[src/rtl/hazard_ctrl.sv]
// Pipeline hazard controller: decode/execute forwarding, load-use and branch stalls,
// multi-cycle divider stall sequencer, precise exception flush and a stall-cycle counter.
module hazard_ctrl #(
   parameter int REG_W      = 5,
   parameter int DIV_CYCLES = 32,
   parameter int CNT_W      = 32
) (
   input  logic             clk,
   input  logic             rst,
   input  logic [REG_W-1:0] rsD,
   input  logic [REG_W-1:0] rtD,
   input  logic             branchD,
   input  logic             jumpregD,
   input  logic [REG_W-1:0] rsE,
   input  logic [REG_W-1:0] rtE,
   input  logic [REG_W-1:0] writeregE,
   input  logic             regwriteE,
   input  logic             memtoregE,
   input  logic             divstartE,
   input  logic [REG_W-1:0] writeregM,
   input  logic             regwriteM,
   input  logic             memtoregM,
   input  logic             excM,
   input  logic [REG_W-1:0] writeregW,
   input  logic             regwriteW,
   output logic [1:0]       forwardaD,
   output logic [1:0]       forwardbD,
   output logic [1:0]       forwardaE,
   output logic [1:0]       forwardbE,
   output logic             stallF,
   output logic             stallD,
   output logic             stallE,
   output logic             flushD,
   output logic             flushE,
   output logic             flushM,
   output logic             flushW,
   output logic             div_busy,
   output logic             div_done,
   output logic [CNT_W-1:0] stall_cnt
);

   localparam int DW = $clog2(DIV_CYCLES + 1);

   typedef enum logic [1:0] {IDLE, BUSY, DONE} state_t;

   state_t        state, state_nx;
   logic [DW-1:0] cnt, cnt_nx;
   logic          lwstall, brstall, divstall;
   logic          e_hit, m_hit;

   function automatic logic [1:0] fwd_sel(input logic [REG_W-1:0] src, wm, ww,
                                          input logic rwm, rww);
      if (src == '0)              return 2'b00;
      if (rwm && src == wm)       return 2'b10;
      if (rww && src == ww)       return 2'b01;
      return 2'b00;
   endfunction

   assign forwardaD = fwd_sel(rsD, writeregM, writeregW, regwriteM, regwriteW);
   assign forwardbD = fwd_sel(rtD, writeregM, writeregW, regwriteM, regwriteW);
   assign forwardaE = fwd_sel(rsE, writeregM, writeregW, regwriteM, regwriteW);
   assign forwardbE = fwd_sel(rtE, writeregM, writeregW, regwriteM, regwriteW);

   assign lwstall  = memtoregE && (writeregE != '0) && (writeregE == rsD || writeregE == rtD);
   assign e_hit    = regwriteE && (writeregE != '0) && (writeregE == rsD || writeregE == rtD);
   assign m_hit    = memtoregM && (writeregM != '0) && (writeregM == rsD || writeregM == rtD);
   assign brstall  = (branchD || jumpregD) && (e_hit || m_hit);
   assign divstall = (state == IDLE && divstartE) || state == BUSY;

   // Exception and reset both squash the whole pipe and release every stall.
   always_comb begin
      stallE = divstall;
      stallD = divstall || lwstall || brstall;
      stallF = stallD;
      flushE = stallD && !stallE;
      flushM = stallE;
      flushD = 1'b0;
      flushW = 1'b0;
      if (rst || excM) begin
         stallF = 1'b0;
         stallD = 1'b0;
         stallE = 1'b0;
         flushD = 1'b1;
         flushE = 1'b1;
         flushM = 1'b1;
         flushW = 1'b1;
      end
   end

   always_comb begin
      state_nx = state;
      cnt_nx   = cnt;
      unique case (state)
         IDLE: if (divstartE) begin
            state_nx = BUSY;
            cnt_nx   = DW'(DIV_CYCLES - 1);
         end
         BUSY: if (cnt == DW'(1)) begin
            state_nx = DONE;
            cnt_nx   = '0;
         end else begin
            cnt_nx   = cnt - DW'(1);
         end
         DONE:    state_nx = IDLE;
         default: state_nx = IDLE;
      endcase
      if (excM) begin
         state_nx = IDLE;
         cnt_nx   = '0;
      end
   end

   always_ff @(posedge clk) begin
      if (rst) begin
         state     <= IDLE;
         cnt       <= '0;
         stall_cnt <= '0;
      end else begin
         state <= state_nx;
         cnt   <= cnt_nx;
         if (stallF && stall_cnt != '1) stall_cnt <= stall_cnt + CNT_W'(1);
      end
   end

   assign div_busy = (state != IDLE);
   assign div_done = (state == DONE);

endmodule

[config.mk]
export PLATFORM = sky130hd
export DESIGN_NAME = hazard_ctrl
export DESIGN_NICKNAME = d
export VERILOG_FILES = /design/src/rtl/hazard_ctrl.sv
export SDC_FILE = /design/constraint.sdc
export NUM_CORES = 1
export LEC_CHECK = 0
export BUFFER_PORTS_ARGS = -buffer_cell sky130_fd_sc_hd__buf_2
export CORE_MARGIN = 2
export CORE_UTILIZATION = 55
export CTS_BUF_LIST = sky130_fd_sc_hd__clkbuf_16
export CTS_CLUSTER_SIZE = 20
export DETAILED_ROUTE_END_ITERATION = 6
export GPL_ROUTABILITY_DRIVEN = 0
export PLACE_DENSITY_LB_ADDON = 0.12
export SETUP_SLACK_MARGIN = 0.02
export SLEW_MARGIN = 40
export SYNTH_ARGS = -nofsm -noshare
export SYNTH_HDL_FRONTEND = slang
export SYNTH_SLANG_ARGS = --single-unit
[constraint.sdc]
create_clock -name clk -period 3.4 [get_ports clk]
set_input_delay 0.17 -clock clk [delete_from_list [all_inputs] [get_ports clk]]
set_output_delay 0.17 -clock clk [all_outputs]
set_load 0.01 [all_outputs]
======== After elaboration in Yosys (flattened, before gate mapping) ========
Cells that the tools add are included.
storage, ports and cells
  output and inout port bits .............. 49
  input bits .............................. 46
  register bits ........................... 40
  logic and storage cells ................. 121
operators by class
  reduce and logical (&&, ||, !) cells .... 39
  equality and inequality tests ........... 18
  add/sub/neg operators ................... 2
  muxes and demuxes ....................... 59
operators by type and width
  operator                                                count
  == test 5 bit                                           12
  two-way mux 2 bit                                       26
  adder 32 x 1 -> 32 bit (second input constant)          1
  inequality test 32 bit (second input constant)          1
  two-way mux 1 bit                                       29
  zero test 5 bit                                         4
  logical AND 1 bit                                       18
  two-way mux 6 bit                                       2
  case mux 6 bit (2 select lines)                         1
  nonzero test 5 bit                                      2
  logical OR 1 bit                                        8
  == test 6 x 1 -> 1 bit (second input constant)          1
  subtractor 6 x 1 -> 6 bit (second input constant)       1
  case mux 2 bit (2 select lines)                         1
  AND reduction 2 bit                                     2
  nonzero test 2 bit                                      2
  == test 2 x 1 -> 1 bit (second input constant)          1
  == test 2 bit (second input constant)                   1
  zero test 2 bit                                         1
  inequality test 2 x 1 -> 1 bit (second input constant)  1
  inequality test 2 bit (second input constant)           1
  OR reduction 2 bit                                      1
  zero test 1 bit                                         1

======== Depth between registers and ports, before layout ========
Gate-level depths: netlist of the first run.
  depth after elaboration ................. 9
  mapped depth ............................ 11
  gate-level depth less buffers ........... 8

======== Least setup slack after synthesis of the first run ========
No wires, ideal clock.
  kind .................................... reg2reg
  start ................................... reg stall_cnt[0]
  end ..................................... reg stall_cnt[25]
  buffers on the path ..................... 2
  library setup time ...................... 0.070 ns
  arrival time ............................ 2.052 ns
  period minus slack after synthesis ...... 2.122 ns
  stages on the path, launching flop included .. 9
  required time ........................... 3.330 ns
  path slack .............................. 1.278 ns
  path through ............................ dfxtp_1 > ha_1 > and2_1 > clkbuf_1 > a31oi_1 > buf_4 > nand2_2 > or4_1 > a21oi_1
between the ends
  word-level cells in the longest chain between the ends .. 2
  elaborated cells on any way between the ends .. 3
  those cells by class .................... add/sub: 1; eq/ne: 1; reduce/logical: 1
ends and longest elaborated chain
  item                                                            line  text
  start: declaration                                              39    output logic [CNT_W-1:0] stall_cnt
  start signal: assignment                                        121   if (stallF && stall_cnt != '1) stall_cnt <= stall_cnt + CNT_W'(1);
  branches (longest 2 deep; another with adder 32 x 1 -> 32 bit)  --
Parallel ways; which one is timed is not known.
A chain may end at the register's enable or synchronous reset.

======== Worst setup path after layout of the first run ========
  start ................................... reg stall_cnt[0]
  end ..................................... reg stall_cnt[21]
Same word-level chain as after synthesis.

==> results of run 1 <==
## area by class of cell
type,instances,share of cell area
Clock buffer,5,0.0362
Multi-Input combinational cell,289,0.554
Tap cell,70,0.0253
Inverter,8,0.00868
Timing Repair Buffer,96,0.140
Sequential cell,40,0.231
Clock inverter,3,0.00434
## per-layer routing
layer / GRT usage / up-vias / part of all wire
met5: 0 / - / 0
met4: 0.0873 / 0 / 0.020
met3: 0.0545 / 14 / 0.071
met2: 0.427 / 96 / 0.47
met1: 0.301 / 1313 / 0.44
li1: - / 1412 / -
## path summary, 6_finish.rpt
path	end	slack (ps)	cells after the start
setup / recovery	stall_cnt[21]	760	6
hold reg to reg	cnt[2]	490	2
hold / removal	state[1]	110	2
setup reg to reg	stall_cnt[21]	760	6
## state kept, by name (all words and copies together), names as in the netlist
name	cells
cnt	6
stall_cnt	32
state	2
## worst reg2reg max path, stage by stage (launching register included)
cell     delay [ps]
dfxtp_1         350
ha_1            240
and2_1          280
a31oi_2         660
nand3_2         370
or4_1           540
a21oi_1         140
## report_power, final
part	switching [mW]	leakage [nW]	internal, mW
sequential	0.00551	0.323	0.474
combinational	0.113	1.03	0.0832
clock	0.179	0.0687	0.266
## placed cells by master (no fill, tap or decap), types with 3 or more instances in the layout
master and count:
a21oi_1 20, and2_1 3, and3_1 6, buf_2 94, clkbuf_16 5, dfxtp_1 40, ha_1 3, inv_1 8
nand2_1 17, nand2b_1 4, nand3_1 15, nand3_2 10, nand4_1 18, nor2_1 50, nor3_1 8, nor4_1 4
nor4b_1 3, o21ai_0 10, o31ai_1 5, or2_2 3, or3_1 6, or4_1 12, xnor2_1 31, xor2_1 39
## logic make-up (layout without fill, tap and decap cells)
| group | after synthesis | after routing | synth area share |
|---|---|---|---|
| AND/OR/NAND/NOR | 170 | 170 | 0.337 |
| XOR/XNOR | 70 | 70 | 0.213 |
| flip-flops | 40 | 40 | 0.278 |
| multiplexers | 1 | 1 | 0.00348 |
| buffers and inverters | 32 | 112 | 0.0583 |
| AO/OA/AOI/OAI | 45 | 45 | 0.0965 |
| adder cells (fa/ha/maj) | 3 | 3 | 0.0130 |
## Yosys cell counts, types with 5 or more instances
cell type / n
dfxtp_1: 40
o21ai_0: 10
nand3_1: 15
or4_1: 12
xnor2_1: 31
nor3_1: 8
inv_1: 7
xor2_1: 39
or3_1: 6
a21oi_1: 20
o31ai_1: 5
clkbuf_1: 12
nand4_1: 18
buf_2: 5
nand2_1: 17
nor2_1: 50
and3_1: 6
nand3_2: 10
## per-stage QoR
step / hold WS [ps] / utilization
after global placement: 389 / 0.654
after detailed placement: 390 / 0.654
final: 113 / 0.682
after global routing: 115 / 0.682
after CTS: 102 / 0.682
after floorplan: 247 / -
==> out/qor.log, run 1 <==
[outcome] status finished, final reports clean
[cells_and_area] area of the multi-input gates 0.00192 mm²
[synthesis] average cell area after synthesis 7.97 µm²
[sta] slew at the pin closest to its max-slew limit 714 ps
[setup_path] CP Capture Type register
[setup_path] CP Data Arrival Time 2850 ps
[sta] highest attainable clock frequency 0.379 GHz
[detailed_routing] DRC violations left 0
[cells_and_area] total area of sequential cells 801 µm²
[synthesis] largest area contributor in the synthesized netlist dfxtp_1
[job] total of max-cap violations 0
[global_route] first-pass GRT wire length 11,900 µm
[cells_and_area] area growth from synthesis to layout 20.2%
[synthesis] number of enable-type register cells in the synthesized netlist 0
[detailed_routing] vias 2,835
[floorplan] total number of placement rows 26
[power_and_ir_drop] total power divided by cell area 324 mW/mm²
[synthesis] area share of the largest cell type after synthesis 0.278
[sta] final critical path time including I/O delays and setup 2640 ps
[sta] Setup WS post-layout 764 ps
[floorplan] Die H 76.3 µm
[cells_and_area] ratio of cells with drive above 1 in the final layout 0.288
[detailed_routing] count of nets left with antenna violations after detail routing 0
[floorplan] Die Area 0.00583 mm²
[clock_tree] clock latency on the worst-skew pair 280 ps
[global_route] initial antenna violation count 0
[cells_and_area] fill cell instance count of the final layout 473
[setup_path] slowest stage delay, CP 660 ps
[floorplan] effective utilization at floorplan 0.567
[detailed_routing] drt via density 5.55
[setup_path] kind of cell adding the most delay to the critical path simple AND/OR/NAND/NOR gates
[cells_and_area] area of all placed cells without fillers 0.00346 mm²
[clock_tree] number of buffers added by the clock tree synthesis step 5
[synthesis] number of distinct library cells after synthesis 45
[synthesis] post-synthesis cell area 0.00288 mm²
[placement] dpl cell area 0.00332 mm²
[setup_path] ordered cell list for the critical path ha_1 -> and2_1 -> a31oi_2 -> nand3_2 -> or4_1 -> a21oi_1
[setup_path] CP max-delay cell a31oi_2
[floorplan] Die Wd 76.3 µm
[worst_hold_path] startpoint of the most critical hold path excM
[setup_path] type of the setup path with the least slack register to register
[synthesis] post-synthesis sequential area ratio 0.278
[detailed_routing] Pre-antenna DRT Iters 4
[detailed_routing] routed wire length 7130 µm
[sta] number of hold violations in the final report 0
[clock_tree] post-cts sizing count 0
[floorplan] core outline area 0.00507 mm²
[global_route] number of global-route vias before repair 2,592
[clock_tree] sinks on the clock net 40
[sta] final cycle utilization of the critical path 0.775
[setup_path] Worst R2R Start stall_cnt[0]
[synthesis] fraction of registers with async set/reset 0
[setup_path] worst setup path startpoint stall_cnt[0]
[cells_and_area] number of cells in the finished layout apart from fillers 511
[power_and_ir_drop] Worst VDD drop 232 µV
[synthesis] instance count of the mapped netlist 361
[placement] half-perimeter wire length after detailed placement 5380 µm
[setup_path] worst-path fanout max 13
[synthesis] yosys synthesis warning count 0
[power_and_ir_drop] total leakage power 1.42 nW
[placement] cell count after placement 503
[global_route] largest net degree at the start of global routing 35
[synthesis] flip-flop and latch count after synthesis 40
[synthesis] ranking of synthesized cells by area dfxtp_1 28%, xor2_1 12%, xnor2_1 9.4%
[global_route] total routing usage reported by global routing 0.246
[power_and_ir_drop] total power draw 1.12 mW
[sta] relative max-transition margin 0.523
[setup_path] number of buffers and inverters on the critical path 0
[clock_tree] CTS tree yes
[clock_tree] clock-pin slew reported for the worst setup and hold paths after clock tree synthesis 60 ps
[sta] # setup viols final 0
[setup_path] critical path startpoint category register
[sta] worst clock skew 4.85 ps
[cells_and_area] Nets 489
[synthesis] leading register cell type out of synthesis dfxtp_1
[clock_tree] CTS Hold Buffers Added 0
[detailed_routing] DRC marker count from the first detailed-route iteration 133
[cells_and_area] number of antenna cells inserted 0
[synthesis] syn nets 410
[global_route] remaining global-route overflow 0
[clock_tree] postcts setup bufs 0
[setup_path] required time of the critical path 3610 ps
[detailed_routing] Avg WL per Cell 14.0 µm
[placement] count of input and output buffers 94
[clock_tree] clock buffer depth 2
[floorplan] top-level port count 95
[clock_tree] clock root buffer master clkbuf_16
[sta] Slew Limit Fails 0
[placement] dpl ws 797 ps
[sta] unrepaired setup endpoints after global routing no
[clock_tree] H-tree depth 2
[sta] setup TNS 0 ps
[worst_hold_path] path category of the worst min-delay check input pin to register
(Power assumes the default switching activity.)
==> run 2, diff against run 1 <==
Settings changed: CORE_UTILIZATION 55 to 46.
Clock period 3.4 ns to 2.4 ns, I/O delays scaled along.
==> run 2 against run 1 <==
- wire length rose by 3.5%
- combinational power rose by 44%
- design area is 1.4% higher
- critical path type unchanged
- via count increased by 0.32%
- register-to-register slack worse by 590 ps
- hold slack worse by 82 ps
- critical path depth increased by 1
- cell count rose by 2.0%
- first-iteration DRC count decreased by 35%
- clock-buffer cell count is the same
- sequential share of layout area shrank 0.32 points
==> out/qor.log, run 2 (same netlist as run 1, synthesis figures left out) <==
[clock_tree] clock root buffer master clkbuf_16 [unchanged]
[cells_and_area] area growth from synthesis to layout 21.9% [was 20.2%]
[floorplan] core outline area 0.00599 mm² [was 0.00507 mm²]
[detailed_routing] routed wire length 7380 µm [was 7130 µm]
[global_route] largest net degree at the start of global routing 35 [unchanged]
[clock_tree] sinks on the clock net 40 [unchanged]
[detailed_routing] Pre-antenna DRT Iters 4 [unchanged]
[setup_path] CP Capture Type register [unchanged]
[global_route] total routing usage reported by global routing 0.217 [was 0.246]
[power_and_ir_drop] Worst VDD drop 301 µV [was 232 µV]
[sta] final cycle utilization of the critical path 0.927 [was 0.775]
[setup_path] type of the setup path with the least slack register to register [unchanged]
[clock_tree] number of buffers added by the clock tree synthesis step 5 [unchanged]
[clock_tree] clock buffer depth 2 [unchanged]
[floorplan] Die H 83.1 µm [was 76.3 µm]
[cells_and_area] fill cell instance count of the final layout 596 [was 473]
[cells_and_area] number of flip-flops in the largest register 32 [unchanged]
[clock_tree] postcts setup bufs 0 [unchanged]
[cells_and_area] ratio of cells with drive above 1 in the final layout 0.300 [was 0.288]
[sta] relative max-transition margin 0.739 [was 0.523]
[sta] Hold Worst Slack 30.7 ps [was 113 ps]
[global_route] number of global-route vias before repair 2,719 [was 2,592]
[cells_and_area] highest-count cells in the layout ignoring fill and taps 94 x buf_2, 50 x nor2_1, 40 x dfxtp_1, 39 x xor2_1, 31 x xnor2_1 [unchanged]
[sta] # setup viols final 0 [unchanged]
[clock_tree] H-tree depth 2 [unchanged]
[detailed_routing] count of nets left with antenna violations after detail routing 0 [unchanged]
[clock_tree] clock latency on the worst-skew pair 280 ps [about the same]
[setup_path] critical path startpoint category register [unchanged]
[setup_path] required time of the critical path 2610 ps [was 3610 ps]
[cells_and_area] final core occ 0.586 [was 0.682]
[setup_path] number of buffers and inverters on the critical path 1 [was 0]
[detailed_routing] vias 2,844 [was 2,835]
[setup_path] ordered cell list for the critical path and4_4 -> nand3_4 -> nor4_4 -> buf_4 -> nand2_1 -> or4_1 -> a21oi_1 [was ha_1 -> and2_1 -> a31oi_2 -> nand3_2 -> or4_1 -> a21oi_1]
[outcome] status finished, final reports clean [unchanged]
[placement] count of input and output buffers 94 [unchanged]
[setup_path] kind of cell adding the most delay to the critical path simple AND/OR/NAND/NOR gates [unchanged]
[setup_path] CP max-delay cell dfxtp_1 [was a31oi_2]
[worst_hold_path] path category of the worst min-delay check input pin to register [unchanged]
[clock_tree] clock-pin slew reported for the worst setup and hold paths after clock tree synthesis 60 ps [about the same]
[cells_and_area] Nets 495 [was 489]
[sta] unrepaired setup endpoints after global routing no [unchanged]
[clock_tree] CTS Hold Buffers Added 0 [unchanged]
[clock_tree] CTS tree yes [unchanged]
[floorplan] Die Area 0.00690 mm² [was 0.00583 mm²]
[clock_tree] post-cts sizing count 0 [unchanged]
[floorplan] Die Wd 83.1 µm [was 76.3 µm]
[global_route] remaining global-route overflow 0 [unchanged]
[sta] Slew Limit Fails 0 [unchanged]
[setup_path] worst-path fanout max 10 [was 13]
[setup_path] CP Data Arrival Time 2440 ps [was 2850 ps]
[detailed_routing] Avg WL per Cell 14.2 µm [was 14.0 µm]
[cells_and_area] total area of sequential cells 801 µm² [unchanged]
[sta] worst clock skew 3.00 ps [was 4.85 ps]
[cells_and_area] most frequent standard cell in the layout excluding fill and tap cells buf_2 [unchanged]
[power_and_ir_drop] total power divided by cell area 456 mW/mm² [was 324 mW/mm²]
[cells_and_area] number of antenna cells inserted 0 [unchanged]
[floorplan] total number of placement rows 28 [was 26]
[placement] half-perimeter wire length after detailed placement 5610 µm [was 5380 µm]
[setup_path] count of cell instances traversed by the critical path 7 [was 6]
[detailed_routing] drt via density 5.46 [was 5.55]
[cells_and_area] Regs by FF count stall_cnt: 32 flops, cnt: 6 flops, state: 2 flops [unchanged]
[detailed_routing] DRC marker count from the first detailed-route iteration 86 [was 133]
[floorplan] effective utilization at floorplan 0.480 [was 0.567]
[sta] final critical path time including I/O delays and setup 2220 ps [was 2640 ps]
[detailed_routing] DRC violations left 0 [unchanged]
[floorplan] top-level port count 95 [unchanged]
[cells_and_area] area of the multi-input gates 0.00192 mm² [unchanged]
[sta] number of hold violations in the final report 0 [unchanged]
[sta] setup TNS 0 ps [unchanged]
[cells_and_area] register with the most flip-flops stall_cnt [unchanged]
[worst_hold_path] depth of the worst hold-timing path 2 [unchanged]
[sta] highest attainable clock frequency 0.450 GHz [was 0.379 GHz]
[global_route] initial antenna violation count 0 [unchanged]
[job] total of max-cap violations 0 [unchanged]
[setup_path] Worst R2R Path Depth 7 [was 6]
[power_and_ir_drop] total leakage power 1.45 nW [was 1.42 nW]
[sta] slew at the pin closest to its max-slew limit 388 ps [was 714 ps]
[setup_path] slowest stage delay, CP 460 ps [was 660 ps]
[global_route] first-pass GRT wire length 12,700 µm [was 11,900 µm]
run 2: worst paths after layout:
path           startpoint       endpoint  slack (ps)
max          stall_cnt[3]  stall_cnt[25]         180
min                  excM       state[1]          30
max reg2reg  stall_cnt[3]  stall_cnt[25]         180
min reg2reg        cnt[5]         cnt[5]         490
run 2: power by group:
part | leakage, nW | internal, mW | switching (mW)
clock network | 0.0657 | 0.377 | 0.260
registers | 0.323 | 0.672 | 0.00779
logic | 1.06 | 0.122 | 0.161
run 2: final cells by class:
cell class | instances | area share
multi-input cells | 289 | 0.546
clock buffers | 5 | 0.0357
clock inverters | 2 | 0.00357
well taps | 75 | 0.0267
flip-flops and latches | 40 | 0.228
inverters | 8 | 0.00856
repair buffers | 102 | 0.151
run 2: metrics by stage:
step                total power [mW]  cells  worst slack (ps)  cell area (µm²)
finish                          1.60    521               176             3510
global route                    1.67    521              38.9             3510
CTS                             1.62    521               182             3510
detailed placement             0.975    514               174             3370
global placement               0.972    514               246             3370
floorplan                      0.882    361               278             2880
run 2: routing by layer:
metal,GRT usage,wire length [µm],vias up
li1,-,-,1425
met1,0.294,3450,1310
met2,0.339,3250,94
met3,0.0487,540,15
met4,0.0715,130,0
met5,0,0,-
==> run 3, diff against run 2 <==
Settings changed: ABC_AREA from default to 1, CORE_UTILIZATION 46 to 49.
==> run 3 against run 2 <==
- wire length up 37%
- die area increased by 16%
- clock skew grew 3.1 ps
- clock power is 2% higher
- via count up 49%
- largest power group unchanged
- highest routed layer unchanged
==> out/qor.log, run 3 <==
[global_route] gr busiest metal met2 [unchanged]
[sta] final cycle utilization of the critical path 0.850 [was 0.927]
[cells_and_area] area growth from synthesis to layout 18.5% [was 21.9%]
[cells_and_area] number of antenna cells inserted 0 [unchanged]
[global_route] first-pass GRT wire length 16,700 µm [was 12,700 µm]
[synthesis] largest area contributor in the synthesized netlist dfxtp_1 [unchanged]
[synthesis] yosys synthesis warning count 0 [unchanged]
[setup_path] CP Data Arrival Time 1920 ps [was 2440 ps]
[clock_tree] clock-pin slew reported for the worst setup and hold paths after clock tree synthesis 60 ps [about the same]
[synthesis] cell with the most instances after synthesis nand2_1 [was nor2_1]
[worst_hold_path] startpoint of the most critical hold path divstartE [was excM]
[sta] Setup WS post-layout 359 ps [was 176 ps]
[floorplan] top-level port count 95 [unchanged]
[sta] number of hold violations in the final report 0 [unchanged]
[detailed_routing] Pre-antenna DRT Iters 4 [unchanged]
[power_and_ir_drop] total power divided by cell area 396 mW/mm² [was 456 mW/mm²]
[synthesis] flip-flop and latch count after synthesis 40 [unchanged]
[setup_path] worst-path fanout max 35 [was 10]
[clock_tree] H-tree depth 2 [unchanged]
[detailed_routing] routed wire length 10,100 µm [was 7380 µm]
[power_and_ir_drop] total leakage power 2.12 nW [was 1.45 nW]
[clock_tree] CTS Hold Buffers Added 0 [unchanged]
[placement] count of input and output buffers 94 [unchanged]
[power_and_ir_drop] Worst VDD drop 324 µV [was 301 µV]
[global_route] number of global-route vias before repair 3,799 [was 2,719]
[synthesis] post-synthesis sequential area ratio 0.225 [was 0.278]
[clock_tree] CTS tree yes [unchanged]
[sta] # setup viols final 0 [unchanged]
[synthesis] leading cell types by count after synthesis 172 x nand2_1, 109 x inv_1, 104 x nor2_1 [was 50 x nor2_1, 40 x dfxtp_1, 39 x xor2_1]
[synthesis] ranking of synthesized cells by area dfxtp_1 22%, nand2_1 18%, inv_1 11% [was dfxtp_1 28%, xor2_1 12%, xnor2_1 9.4%]
[placement] cell count after placement 811 [was 514]
[clock_tree] sinks on the clock net 40 [unchanged]
[clock_tree] post-cts sizing count 0 [unchanged]
[job] total of max-cap violations 0 [unchanged]
[sta] highest attainable clock frequency 0.490 GHz [was 0.450 GHz]
[detailed_routing] vias 4,242 [was 2,844]
[global_route] total routing usage reported by global routing 0.259 [was 0.217]
[worst_hold_path] path category of the worst min-delay check input pin to register [unchanged]
[global_route] remaining global-route overflow 0 [unchanged]
[setup_path] type of the setup path with the least slack register to output pin [was register to register]
[cells_and_area] highest-count cells in the layout ignoring fill and taps 172 x nand2_1, 110 x inv_1, 103 x nor2_1, 94 x buf_2, 45 x nand3_1 [was 94 x buf_2, 50 x nor2_1, 40 x dfxtp_1, 39 x xor2_1, 31 x xnor2_1]
[clock_tree] number of buffers added by the clock tree synthesis step 5 [unchanged]
[synthesis] area share of the largest cell type after synthesis 0.225 [was 0.278]
[floorplan] Die Area 0.00798 mm² [was 0.00690 mm²]
[clock_tree] clock buffer depth 2 [unchanged]
[floorplan] core outline area 0.00714 mm² [was 0.00599 mm²]
[setup_path] required time of the critical path 2280 ps [was 2610 ps]
[floorplan] Die H 89.3 µm [was 83.1 µm]
[floorplan] effective utilization at floorplan 0.500 [was 0.480]
[sta] slew at the pin closest to its max-slew limit 535 ps [was 388 ps]
[synthesis] number of enable-type register cells in the synthesized netlist 0 [unchanged]
[cells_and_area] fill cell instance count of the final layout 759 [was 596]
[placement] dpl ws 395 ps [was 174 ps]
[global_route] initial antenna violation count 0 [unchanged]
[cells_and_area] number of flip-flops in the largest register 32 [unchanged]
[synthesis] leading register cell type out of synthesis dfxtp_1 [unchanged]
[clock_tree] postcts setup bufs 0 [unchanged]
[outcome] status finished, final reports clean [unchanged]
[detailed_routing] drt via density 5.18 [was 5.46]
[clock_tree] clock latency on the worst-skew pair 280 ps [about the same]
[setup_path] critical path startpoint category register [unchanged]
[cells_and_area] ratio of cells with drive above 1 in the final layout 0.165 [was 0.300]
[sta] worst clock skew 6.15 ps [was 3.00 ps]
[synthesis] average cell area after synthesis 5.64 µm² [was 7.97 µm²]
[sta] Slew Limit Fails 0 [unchanged]
[cells_and_area] final core occ 0.592 [was 0.586]
[synthesis] fraction of registers with async set/reset 0 [unchanged]
[floorplan] total number of placement rows 31 [was 28]
[detailed_routing] Avg WL per Cell 12.4 µm [was 14.2 µm]
[synthesis] number of distinct library cells after synthesis 36 [was 45]
[cells_and_area] Nets 768 [was 495]
[global_route] GR met3 Demand/Resource 0.0360 [was 0.0487]
[global_route] met2 Track Usage GR 0.472 [was 0.339]
[cells_and_area] Regs by FF count stall_cnt: 32 flops, cnt: 6 flops, state: 2 flops [unchanged]
[placement] half-perimeter wire length after detailed placement 7880 µm [was 5610 µm]
[detailed_routing] count of nets left with antenna violations after detail routing 0 [unchanged]
[cells_and_area] number of cells in the finished layout apart from fillers 819 [was 521]
[global_route] largest net degree at the start of global routing 36 [was 35]
[sta] relative max-transition margin 0.643 [was 0.739]
[synthesis] syn nets 681 [was 410]
[global_route] global-route met1 utilization 0.316 [was 0.294]
[detailed_routing] DRC marker count from the first detailed-route iteration 193 [was 86]
[synthesis] post-synthesis cell area 0.00357 mm² [was 0.00288 mm²]
[cells_and_area] most frequent standard cell in the layout excluding fill and tap cells nand2_1 [was buf_2]
[floorplan] Die Wd 89.3 µm [was 83.1 µm]
[synthesis] instance count of the mapped netlist 632 [was 361]
[setup_path] Worst R2R Start stall_cnt[1] [was stall_cnt[3]]
[sta] final critical path time including I/O delays and setup 2040 ps [was 2220 ps]
[sta] unrepaired setup endpoints after global routing no [unchanged]
[sta] setup TNS 0 ps [unchanged]
[clock_tree] clock root buffer master clkbuf_16 [unchanged]
[cells_and_area] register with the most flip-flops stall_cnt [unchanged]
[detailed_routing] DRC violations left 0 [unchanged]
[setup_path] worst setup path startpoint state[0] [was stall_cnt[3]]
[setup_path] CP Capture Type output pin [was register]
[run 3: cell count changes in the layout (fill, tap and decap cells not counted), sizes merged, moves of 10 or more]
cell   before  now
nor2       51  106
nand4      18   39
a21oi      20   10
xor2       39   13
inv         8  112
nand3      26   49
nand2      18  173
xnor2      31    9
or4        12    0
[run 3: worst paths after layout]
check / to / slack, ps / cells after the start
hold reg to reg: cnt[5] / 530 / 2
setup / recovery: stallD / 360 / 9
hold / removal: state[0] / 120 / 3
setup reg to reg: stall_cnt[27] / 380 / 13
[run 3: metal layers]
layer | vias to the layer above | share of wire | routed length (µm)
li1 | 2181 | - | -
met1 | 1887 | 0.43 | 4400
met2 | 158 | 0.49 | 4910
met3 | 16 | 0.067 | 677
met4 | 0 | 0.014 | 137
met5 | - | 0 | 0
[run 3: area by class of cell]
| class | count | area (µm²) | share of cell area |
|---|---|---|---|
| inverters | 112 | 420 | 0.0995 |
| multi-input cells | 459 | 2220 | 0.525 |
| flip-flops and latches | 40 | 801 | 0.190 |
| well taps | 99 | 124 | 0.0293 |
| repair buffers | 101 | 523 | 0.124 |
| clock buffers | 5 | 125 | 0.0296 |
| clock inverters | 3 | 15.0 | 0.00355 |
[run 3: report_power, final]
group / leakage (nW) / internal (mW) / switching (mW)
sequential: 0.323 / 0.674 / 0.00950
combinational: 1.73 / 0.121 / 0.221
clock: 0.0687 / 0.378 / 0.272
total: 2.12 / 1.17 / 0.503
[run 3: metrics by stage]
stage / cell area, µm² / hold WS [ps] / total power, mW
after detailed placement: 4090 / 424 / 1.04
after global routing: 4230 / 156 / 1.76
after CTS: 4230 / 128 / 1.68
after global placement: 4090 / 413 / 1.03
after floorplan: 3570 / 289 / 0.934
final: 4230 / 124 / 1.68
[run 3: cells by family after synthesis]
logic type,after synthesis,synth area share
compound gates,38,0.0663
xor+xnor,22,0.0540
fa+ha+maj,3,0.0105
buf+inv,133,0.156
flops,40,0.225
simple gates,396,0.489
[run 3: worst max-delay path, cell delays in order (launching register included)]
cell and delay [ps]:
dfxtp_1 340, inv_1 40, nor2_1 200, inv_1 150
nand2_1 110, inv_1 130, nand3_4 360, nand2_1 100
inv_1 90, buf_2 130
